**config.mk**
```make
export PLATFORM = sky130hd
export DESIGN_NAME = clk_edge_monitor
export DESIGN_NICKNAME = d
export VERILOG_FILES = /design/src/rtl/clk_edge_monitor_pkg.sv /design/src/rtl/sync_rise_det.sv /design/src/rtl/clk_edge_monitor.sv
export SDC_FILE = /design/constraint.sdc
export NUM_CORES = 1
export LEC_CHECK = 0
export BUFFER_PORTS_ARGS = -buffer_cell sky130_fd_sc_hd__buf_2
export CORE_UTILIZATION = 45
export DETAILED_ROUTE_END_ITERATION = 10
export HOLD_SLACK_MARGIN = 0.1
export PLACE_DENSITY_LB_ADDON = 0.05
export SYNTH_ARGS = -nofsm -noshare
export SYNTH_HDL_FRONTEND = slang
export SYNTH_SLANG_ARGS = --single-unit
```
**constraint.sdc**
```tcl
create_clock -name CLK -period 7.63 [get_ports CLK]
set_input_delay 1.526 -clock CLK [delete_from_list [all_inputs] [get_ports CLK]]
set_output_delay 1.526 -clock CLK [all_outputs]
set_load 0.05 [all_outputs]
```
**src/rtl/clk_edge_monitor_pkg.sv**
```systemverilog
// ============================================================================
// Module      : clk_edge_monitor_pkg
// Description : Shared state encoding and default parameter values for the
//               clk_edge_monitor receive-side edge/period monitor.
// Revision    : 1.0 - initial release
// ============================================================================
`default_nettype none

package clk_edge_monitor_pkg;

  // Monitor state encoding
  typedef enum logic [1:0] {
    ST_IDLE    = 2'd0,
    ST_ACQUIRE = 2'd1,
    ST_LOCKED  = 2'd2,
    ST_LOST    = 2'd3
  } state_t;

  // Default parameter values
  localparam int DEF_CNT_W      = 16;
  localparam int DEF_LOCK_COUNT = 4;
  localparam int DEF_TOL        = 1;
  localparam int DEF_TIMEOUT    = 1024;

endpackage

`default_nettype wire

```
**src/rtl/sync_rise_det.sv**
```systemverilog
// ============================================================================
// Module      : sync_rise_det
// Description : Two-flop synchronizer for an asynchronous level, followed by
//               a history flop.  rise_o is high for the one cycle in which
//               the synchronized level has just gone from 0 to 1.
// Revision    : 1.0 - initial release
// ============================================================================
`default_nettype none

module sync_rise_det (
  input  logic clk_i,
  input  logic rst_i,
  input  logic din_i,
  output logic level_o,
  output logic rise_o
);

  logic sync1_q;
  logic sync2_q;
  logic prev_q;

  // Metastability chain plus one cycle of history for edge detection
  always_ff @(posedge clk_i) begin
    if (rst_i) begin
      sync1_q <= 1'b0;
      sync2_q <= 1'b0;
      prev_q  <= 1'b0;
    end else begin
      sync1_q <= din_i;
      sync2_q <= sync1_q;
      prev_q  <= sync2_q;
    end
  end

  assign level_o = sync2_q;
  assign rise_o  = sync2_q & ~prev_q;

endmodule

`default_nettype wire

```
**src/rtl/clk_edge_monitor.sv**
```systemverilog
// ============================================================================
// Module      : clk_edge_monitor
// Description : Samples a divided clock-like input in the CLK domain, emits a
//               one-cycle TICK per rising edge, measures the input period in
//               CLK cycles and tracks lock / loss of the signal.
//               Optional macro CLK_EDGE_MONITOR_DUTY_EN adds HIGH_CNT, the
//               high time of the last complete period.
// Revision    : 1.0 - initial release
// ============================================================================
`default_nettype none

module clk_edge_monitor
  import clk_edge_monitor_pkg::*;
#(
  parameter int CNT_W      = DEF_CNT_W,
  parameter int LOCK_COUNT = DEF_LOCK_COUNT,
  parameter int TOL        = DEF_TOL,
  parameter int TIMEOUT    = DEF_TIMEOUT
) (
  input  logic             CLK,
  input  logic             RST,
  input  logic             DIN,
  output logic             TICK,
  output logic [CNT_W-1:0] PERIOD,
  output logic             LOCKED,
  output logic             LOST
`ifdef CLK_EDGE_MONITOR_DUTY_EN
  ,
  output logic [CNT_W-1:0] HIGH_CNT
`endif
);

  localparam int                 MATCH_W      = $clog2(LOCK_COUNT + 1);
  localparam logic [CNT_W-1:0]   TIMEOUT_LAST = CNT_W'(TIMEOUT - 1);
  localparam logic [CNT_W-1:0]   TOL_C        = CNT_W'(TOL);
  localparam logic [MATCH_W-1:0] LOCK_TARGET  = MATCH_W'(LOCK_COUNT);

  // Counters stick at all-ones so an absent input never wraps into a
  // plausible-looking period.
  function automatic logic [CNT_W-1:0] sat_inc(input logic [CNT_W-1:0] v);
    return (&v) ? v : v + 1'b1;
  endfunction

  logic rise;
  logic sync_level;

  sync_rise_det u_sync (
    .clk_i   (CLK),
    .rst_i   (RST),
    .din_i   (DIN),
    .level_o (sync_level),
    .rise_o  (rise)
  );

  state_t             state_q, state_d;
  logic [CNT_W-1:0]   cnt_q, cnt_d;
  logic [CNT_W-1:0]   ref_q, ref_d;
  logic [CNT_W-1:0]   period_q, period_d;
  logic [MATCH_W-1:0] match_q, match_d;
  logic               tick_q;
  logic               locked_q;
  logic               lost_q;

  logic [CNT_W-1:0]   meas;
  logic [CNT_W-1:0]   diff;
  logic               out_tol;
  logic               timeout;
  logic [MATCH_W-1:0] match_inc;

  // Measurement and tolerance compare for the rise being handled this cycle
  always_comb begin
    meas      = sat_inc(cnt_q);
    diff      = (meas >= ref_q) ? (meas - ref_q) : (ref_q - meas);
    out_tol   = (diff > TOL_C);
    timeout   = (cnt_q == TIMEOUT_LAST);
    match_inc = match_q + 1'b1;
  end

  // Next-state logic: a rise always takes priority over a timeout
  always_comb begin
    state_d  = state_q;
    ref_d    = ref_q;
    match_d  = match_q;
    period_d = period_q;
    cnt_d    = rise ? '0 : sat_inc(cnt_q);
    case (state_q)
      ST_IDLE: begin
        if (rise) begin
          state_d = ST_ACQUIRE;
          ref_d   = '0;
          match_d = '0;
        end
      end
      ST_ACQUIRE: begin
        if (rise) begin
          period_d = meas;
          if ((ref_q == '0) || out_tol) begin
            ref_d   = meas;
            match_d = '0;
          end else begin
            match_d = match_inc;
            if (match_inc == LOCK_TARGET) begin
              state_d = ST_LOCKED;
            end
          end
        end else if (timeout) begin
          state_d = ST_LOST;
        end
      end
      ST_LOCKED: begin
        if (rise) begin
          period_d = meas;
          if (out_tol) begin
            state_d = ST_ACQUIRE;
            ref_d   = meas;
            match_d = '0;
          end
        end else if (timeout) begin
          state_d = ST_LOST;
        end
      end
      ST_LOST: begin
        // First rise after loss only restarts the counter; PERIOD is kept
        if (rise) begin
          state_d = ST_ACQUIRE;
          ref_d   = '0;
          match_d = '0;
        end
      end
      default: state_d = ST_IDLE;
    endcase
  end

  // State register
  always_ff @(posedge CLK) begin
    if (RST) begin
      state_q <= ST_IDLE;
    end else begin
      state_q <= state_d;
    end
  end

  // Datapath and registered outputs; LOCKED/LOST decode the next state so
  // they change on the same edge as the state itself
  always_ff @(posedge CLK) begin
    if (RST) begin
      cnt_q    <= '0;
      ref_q    <= '0;
      match_q  <= '0;
      period_q <= '0;
      tick_q   <= 1'b0;
      locked_q <= 1'b0;
      lost_q   <= 1'b0;
    end else begin
      cnt_q    <= cnt_d;
      ref_q    <= ref_d;
      match_q  <= match_d;
      period_q <= period_d;
      tick_q   <= rise;
      locked_q <= (state_d == ST_LOCKED);
      lost_q   <= (state_d == ST_LOST);
    end
  end

  assign TICK   = tick_q;
  assign PERIOD = period_q;
  assign LOCKED = locked_q;
  assign LOST   = lost_q;

`ifdef CLK_EDGE_MONITOR_DUTY_EN
  logic [CNT_W-1:0] high_q, high_d;
  logic [CNT_W-1:0] high_cnt_q, high_cnt_d;

  // High-time accumulation; the rise cycle itself is the first high cycle
  // of the new period, so the counter restarts at 1
  always_comb begin
    high_cnt_d = high_cnt_q;
    if (rise) begin
      high_d = CNT_W'(1);
    end else if (sync_level) begin
      high_d = sat_inc(high_q);
    end else begin
      high_d = high_q;
    end
    if (rise && ((state_q == ST_ACQUIRE) || (state_q == ST_LOCKED))) begin
      high_cnt_d = high_q;
    end
  end

  // High-time registers
  always_ff @(posedge CLK) begin
    if (RST) begin
      high_q     <= '0;
      high_cnt_q <= '0;
    end else begin
      high_q     <= high_d;
      high_cnt_q <= high_cnt_d;
    end
  end

  assign HIGH_CNT = high_cnt_q;
`else
  // Synchronized level is only consumed by the high-time counter
  logic sync_level_unused;
  assign sync_level_unused = sync_level;
`endif

endmodule

`default_nettype wire

```
==> results.sh, run 1 <==
export IMPL_grt_max_degree=31
export IMPL_vias=3977
export IMPL_cp_arrival_ps=6880
export IMPL_startpoint_type="register"
export IMPL_core_um2=9370
export IMPL_drt_pass1_iter_count=6
export IMPL_final_cell_area_um2=4760
export IMPL_grt_met1_usage_pct=32.8
export IMPL_setup_ws_ps=1010
export IMPL_synth_area_leader_cell="dfxtp_1"
export IMPL_die_w_um=101
export IMPL_numCtsBuffers=9
export IMPL_n_fill_cell=981
export IMPL_power_leakage_nw=2.07
export IMPL_start_util_pct=47.1
export IMPL_final_common_cell="nor2_1"
export IMPL_post_place_ws_ps=1110
export IMPL_cts_sinks=59
export IMPL_hp_class="reg -> reg"
export IMPL_crit_required_ps=7890
export IMPL_post_cts_resized=0
export IMPL_synth_nets=590
export IMPL_worst_pin_slew_ps=1110
export IMPL_final_util_pct=50.8
export IMPL_synth_warnings=0
export IMPL_route_detailed_drc=0
export IMPL_timing_final_crit_share_pct=86.8
export IMPL_n_antenna_cell=0
export IMPL_wl_per_cell_um=16.9
export IMPL_cts_max_level=3
export IMPL_crit_type="reg -> reg"
export IMPL_fin_setup_tns_ps=0
export IMPL_cts_post_setup_buffers_inserted=0
export IMPL_synth_area_leaders="dfxtp_1 27%, ha_1 10%, nor2_1 5.4%"
export IMPL_critPathMaxFanout=16
export IMPL_outcome="complete, no violations"
export IMPL_netlist_cell_type_count=68
export IMPL_peakVddDrop_uv=160
export IMPL_rsz0062_at_grt="false"
export IMPL_async_reset_ff_share_pct=0
export IMPL_place_detailed_hpwl_um=9020
export IMPL_worstSetupEndpointType="register"
export IMPL_grt_pass1_wl_um=18800
export IMPL_final_cell_mix="62 x nor2_1, 59 x dfxtp_1, 41 x inv_1, 41 x a21oi_1, 37 x ha_1"
export IMPL_synth_top_area_share_pct=26.7
export IMPL_antenna_found_initial=0
export IMPL_dpl_cell_area_um2=4590
export IMPL_ctsHoldBuffers=0
export IMPL_dieArea_um2=10200
export IMPL_slew_headroom_pct=25.7
export IMPL_ys_ff_latch=59
export IMPL_drtAntennaViolNets=0
export IMPL_finalClockSkew_ps=7.30
export IMPL_finalHoldViolations=0
export IMPL_use_met3_pct=3.74
export IMPL_final_nets=596
export IMPL_overflow=0
export IMPL_drv_cap=0
export IMPL_setup_viol=0
export IMPL_path_clk_slew_ps=60
export IMPL_grt_pass1_vias=3698
export IMPL_num_rows=35
export IMPL_cts_buffer_depth=2
export IMPL_place_gp_congestion=0.959
export IMPL_netlist_area_um2=4420
export IMPL_synth_seq_area_share_pct=26.7
export IMPL_drt_total_wl_um=11700
export IMPL_die_h_um=101
export IMPL_multiInputGateArea_um2=2960
export IMPL_viasPerCell=5.78
export IMPL_syn_to_final_growth_pct=7.88
export IMPL_synthCells=549
export IMPL_synth_edf_count=0
export IMPL_io_buffers=21
export IMPL_syn_area_per_cell_um2=8.05
export IMPL_layout_min_cycle_time_ps=6620
export IMPL_ios=22
export IMPL_drtIter0Drc=294
export IMPL_grt_use_met2_pct=39.1
export IMPL_cts_tree="done"
export IMPL_grt_busiest_layer="met2"
export IMPL_insertion_delay_ps=330
export IMPL_max_freq_mhz=151
export IMPL_final_seq_area_um2=1180
export IMPL_slew_viol_final=0
export IMPL_ys_flop_type="dfxtp_1"
export IMPL_grt_usage_pct=23.7
export IMPL_cts_root_buf="clkbuf_8"
export IMPL_drive_above_1_share_pct=11.3
export IMPL_powerDensity_nw_per_um2=147
-- worst paths after layout --
path / slack, ps / cells past startpoint / to / from
hold / removal: 440 / 1 / TICK$_SDFF_PP0_ / u_sync.prev_q$_SDFF_PP0_
setup / recovery: 1010 / 21 / ref_q[2]$_SDFFE_PP0P_ / cnt_q[0]$_SDFF_PP0_
setup reg to reg: 1010 / 21 / ref_q[2]$_SDFFE_PP0P_ / cnt_q[0]$_SDFF_PP0_
hold reg to reg: 440 / 1 / TICK$_SDFF_PP0_ / u_sync.prev_q$_SDFF_PP0_
-- report_power, final --
group | internal (mW) | total (mW) | switching (mW) | leakage, nW
clock network | 0.142 | 0.253 | 0.111 | 0.0953
registers | 0.311 | 0.313 | 0.00192 | 0.476
logic | 0.0566 | 0.137 | 0.0805 | 1.50
-- metal layers --
| metal | routed length [um] | share of wire [%] | vias up |
|---|---|---|---|
| li1 | - | - | 1995 |
| met4 | 50 | 0.43 | 0 |
| met1 | 5900 | 51 | 1886 |
| met5 | 0 | 0 | - |
| met3 | 430 | 3.7 | 7 |
| met2 | 5280 | 45 | 89 |
-- cell type report --
class                      instances  area share, %
multi-input combinational        420           62.2
sequential                        59           24.8
clock buffer                      13           3.55
tap                              129           3.39
inverter                          41           3.23
timing repair buffer              24           2.68
clock inverter                     2          0.210
-- synthesized netlist by cell type (2+ instances only) --
| master | count |
|---|---|
| o2bb2ai_1 | 7 |
| nor3_1 | 14 |
| o2111a_1 | 2 |
| buf_2 | 2 |
| a211o_1 | 2 |
| a221o_1 | 2 |
| a311oi_1 | 2 |
| a221oi_1 | 3 |
| or2_2 | 2 |
| o31ai_1 | 2 |
| nor2_1 | 63 |
| inv_1 | 41 |
| a21oi_1 | 41 |
| nand3b_1 | 3 |
| a21o_1 | 4 |
| nand4_1 | 11 |
| and2_1 | 7 |
| buf_1 | 2 |
| clkbuf_1 | 23 |
| and3_1 | 7 |
| and4_1 | 2 |
| nor4_1 | 11 |
| o211ai_1 | 3 |
| xnor2_1 | 14 |
| nor2b_1 | 12 |
| o21a_1 | 6 |
| nand4_4 | 2 |
| a22o_1 | 2 |
| nand2_1 | 31 |
| nand2b_1 | 5 |
| nor3b_1 | 4 |
| ha_1 | 37 |
| o31a_1 | 4 |
| o211a_1 | 3 |
| o21bai_1 | 2 |
| xor2_1 | 14 |
| dfxtp_1 | 59 |
| o21ai_0 | 23 |
| a211oi_1 | 19 |
| nand3_1 | 14 |
| o2bb2ai_2 | 10 |
| a31oi_1 | 5 |
| or3_1 | 2 |
-- state kept, by name (all words and copies together) (netlist names) --
signal / cells
u_sync.prev_q: 1
state_q: 2
PERIOD: 16
u_sync.sync1_q: 1
LOCKED: 1
match_q: 3
LOST: 1
TICK: 1
cnt_q: 16
u_sync.level_o: 1
ref_q: 16
-- kinds of logic after synthesis --
kind of cell | after synthesis | share of synthesized area [%]
AO/OA/AOI/OAI | 159 | 27.7
multiplexers | 1 | 0.227
flip-flops | 59 | 26.7
XOR/XNOR | 28 | 5.55
buffers and inverters | 70 | 6.26
adder cells (fa/ha/maj) | 38 | 10.9
AND/OR/NAND/NOR | 194 | 22.5
-- worst max-delay path: stages (launching register included) --
cell and delay (ps):
dfxtp_1 370, ha_1 270, nand4_4 140, nor4_1 550
nand2b_1 230, nor2_1 80, and3_1 250, and3_1 240
nand3_1 100, xor2_1 390, inv_1 90, ha_1 390
a21oi_1 350, o211ai_1 190, a221o_1 510, nor4_1 420
a221oi_1 140, a2111oi_1 370, nand4_1 240, or2_4 320
o32ai_4 710, o2bb2ai_1 190
-- stage by stage --
step                      std cells  total power [mW]  hold slack, ps
final                           688             0.703             442
after global routing            688             0.735             466
after global placement          673             0.454             417
after CTS                       688             0.707             449
after detailed placement        673             0.453             435
after floorplan                 549             0.424             406
No activity file was read; power rests on OpenSTA's default activity.
==> run 2: changes to the inputs <==
==> constraint.sdc (replaced) <==
create_clock -name CLK -period 8.2 [get_ports CLK]
set_input_delay 1.64 -clock CLK [delete_from_list [all_inputs] [get_ports CLK]]
set_output_delay 1.64 -clock CLK [all_outputs]
set_load 0.05 [all_outputs]
==> results.sh, run 2 (same netlist as run 1, synthesis figures left out) <==
export IMPL_outcome="complete, no violations"
export IMPL_finalClockSkew_ps=6.60
export IMPL_power_leakage_nw=2.05
export IMPL_antenna_found_initial=0
export IMPL_startpoint_type="register"
export IMPL_max_freq_mhz=147
export IMPL_viasPerCell=5.74
export IMPL_grt_usage_pct=23.7
export IMPL_rsz0062_at_grt="false"
export IMPL_n_antenna_cell=0
export IMPL_cts_max_level=3
export IMPL_die_h_um=101
export IMPL_critPathMaxFanout=16
export IMPL_grt_max_degree=31
export IMPL_crit_required_ps=8380
export IMPL_p_comb_share_pct=19.8
export IMPL_cp_arrival_ps=6990
export IMPL_drtIter0Drc=203
export IMPL_p_sw_share_pct=28.3
export IMPL_grt_pass1_wl_um=18800
export IMPL_syn_to_final_growth_pct=7.11
export IMPL_finalHoldViolations=0
export IMPL_peakVddDrop_uv=112
export IMPL_vias=3938
export IMPL_drt_pass1_iter_count=5
export IMPL_num_rows=35
export IMPL_die_w_um=101
export IMPL_place_detailed_hpwl_um=8900
export IMPL_drtAntennaViolNets=0
export IMPL_cts_post_setup_buffers_inserted=0
export IMPL_drt_total_wl_um=11300
export IMPL_path_clk_slew_ps=60
export IMPL_min_delay_start="u_sync.prev_q$_SDFF_PP0_"
export IMPL_post_place_ws_ps=1480
export IMPL_route_detailed_drc=0
export IMPL_clkPwrFrac_pct=34.4
export IMPL_slew_viol_final=0
export IMPL_drv_cap=0
export IMPL_seq_power_share_pct=45.8
export IMPL_grt_pass1_vias=3538
export IMPL_cts_sinks=59
export IMPL_setup_viol=0
export IMPL_min_path_cells=1
export IMPL_core_um2=9370
export IMPL_drive_above_1_share_pct=10.8
export IMPL_cts_root_buf="clkbuf_8"
export IMPL_powerDensity_nw_per_um2=134
export IMPL_r2r_slack_ps=1390
export IMPL_numCtsBuffers=9
export IMPL_ios=22
export IMPL_dieArea_um2=10200
export IMPL_slew_headroom_pct=21.2
export IMPL_total_power_mw=0.635
export IMPL_hp_class="reg -> reg"
export IMPL_overflow=0
export IMPL_final_nets=594
export IMPL_n_fill_cell=970
export IMPL_insertion_delay_ps=330
export IMPL_place_gp_congestion=0.934
export IMPL_fin_setup_tns_ps=0
export IMPL_cts_tree="done"
export IMPL_cts_buffer_depth=2
export IMPL_wl_per_cell_um=16.5
export IMPL_worstReg2RegStart="cnt_q[0]$_SDFF_PP0_"
export IMPL_post_cts_resized=0
export IMPL_timing_final_crit_share_pct=83.0
export IMPL_start_util_pct=47.1
export IMPL_layout_min_cycle_time_ps=6810
export IMPL_min_delay_worst_endpoint="TICK$_SDFF_PP0_"
export IMPL_power_switching_mw=0.179
export IMPL_setup_ws_ps=1390
export IMPL_worst_pin_slew_ps=1180
export IMPL_ctsHoldBuffers=0
export IMPL_final_cell_mix="62 x nor2_1, 59 x dfxtp_1, 41 x inv_1, 41 x a21oi_1, 37 x ha_1"
export IMPL_crit_type="reg -> reg"
export IMPL_worstSetupEndpointType="register"
export IMPL_io_buffers=21
export IMPL_final_common_cell="nor2_1"
export IMPL_reg2reg_depth=21
export IMPL_internal_power_mw=0.456
export IMPL_r2r_end="ref_q[6]$_SDFFE_PP0P_"
-- run 2: changes by cell type in the layout (fill, tap and decap cells not counted) --
cell,before,now
buf_4,3,1
clkbuf_1,1,2
clkbuf_8,12,10
clkinv_2,2,3
-- run 2: area by class of cell --
type	count	area [um^2]	area share (%)
clock buffer	12	145	3.07
clock inverter	3	15.0	0.317
inverter	41	154	3.25
multi-input combinational	420	2960	62.6
sequential	59	1180	25.0
tap	129	161	3.41
timing repair buffer	22	113	2.38
-- run 2: metal layers --
metal / track usage, % / vias up / share of wire (%)
li1: - / 1992 / -
met1: 34.0 / 1848 / 50
met2: 36.5 / 87 / 45
met3: 4.92 / 11 / 4.0
met4: 5.13 / 0 / 0.79
met5: 0 / - / 0
-- run 2: critical path, stage by stage, from the launching register on --
cell       delay, ps
dfxtp_1          370
ha_1             260
nand4_4          140
nor4_1           580
nand2b_1         220
nor2_1            80
and3_1           250
and3_1           250
nand3_1          120
xor2_1           380
inv_1             90
ha_1             390
a21oi_1          360
o211ai_1         180
a221o_1          520
nor4_1           390
a221oi_1         130
a2111oi_1        430
nand4_1          260
or2_4            320
a22oi_2          760
o2bb2ai_1        160
-- run 2: stage by stage --
| step | hold slack, ps | cells | instance area, um^2 | util [%] |
|---|---|---|---|---|
| after floorplan | 406 | 549 | 4420 | - |
| after global placement | 416 | 671 | 4570 | 48.8 |
| after detailed placement | 423 | 671 | 4570 | 48.8 |
| after CTS | 438 | 686 | 4730 | 50.5 |
| after global routing | 449 | 686 | 4730 | 50.5 |
| final | 434 | 686 | 4730 | 50.5 |
-- run 2: worst max path at each step --
| stage | startpoint | end | slack, ps | depth (start not counted) |
|---|---|---|---|---|
| after floorplan | cnt_q[0]$_SDFF_PP0_ | ref_q[11]$_SDFFE_PP0P_ | 2740 | 23 |
| after global placement | cnt_q[0]$_SDFF_PP0_ | ref_q[4]$_SDFFE_PP0P_ | 1620 | 21 |
| after detailed placement | cnt_q[0]$_SDFF_PP0_ | ref_q[6]$_SDFFE_PP0P_ | 1480 | 21 |
| after CTS | cnt_q[0]$_SDFF_PP0_ | ref_q[6]$_SDFFE_PP0P_ | 1450 | 21 |
| after global routing | cnt_q[0]$_SDFF_PP0_ | ref_q[2]$_SDFFE_PP0P_ | 830 | 21 |
| final | cnt_q[0]$_SDFF_PP0_ | ref_q[6]$_SDFFE_PP0P_ | 1390 | 21 |
-- run 2: power groups by stage --
stage	Sequential [mW]	Combinational [mW]	Clock [mW]
6_report	0.291	0.126	0.219
3_3_place_gp	0.297	0.124	0
3_5_place_dp	0.297	0.123	0
5_1_grt	0.291	0.138	0.240
2_1_floorplan	0.298	0.0968	0
4_1_cts	0.291	0.124	0.226
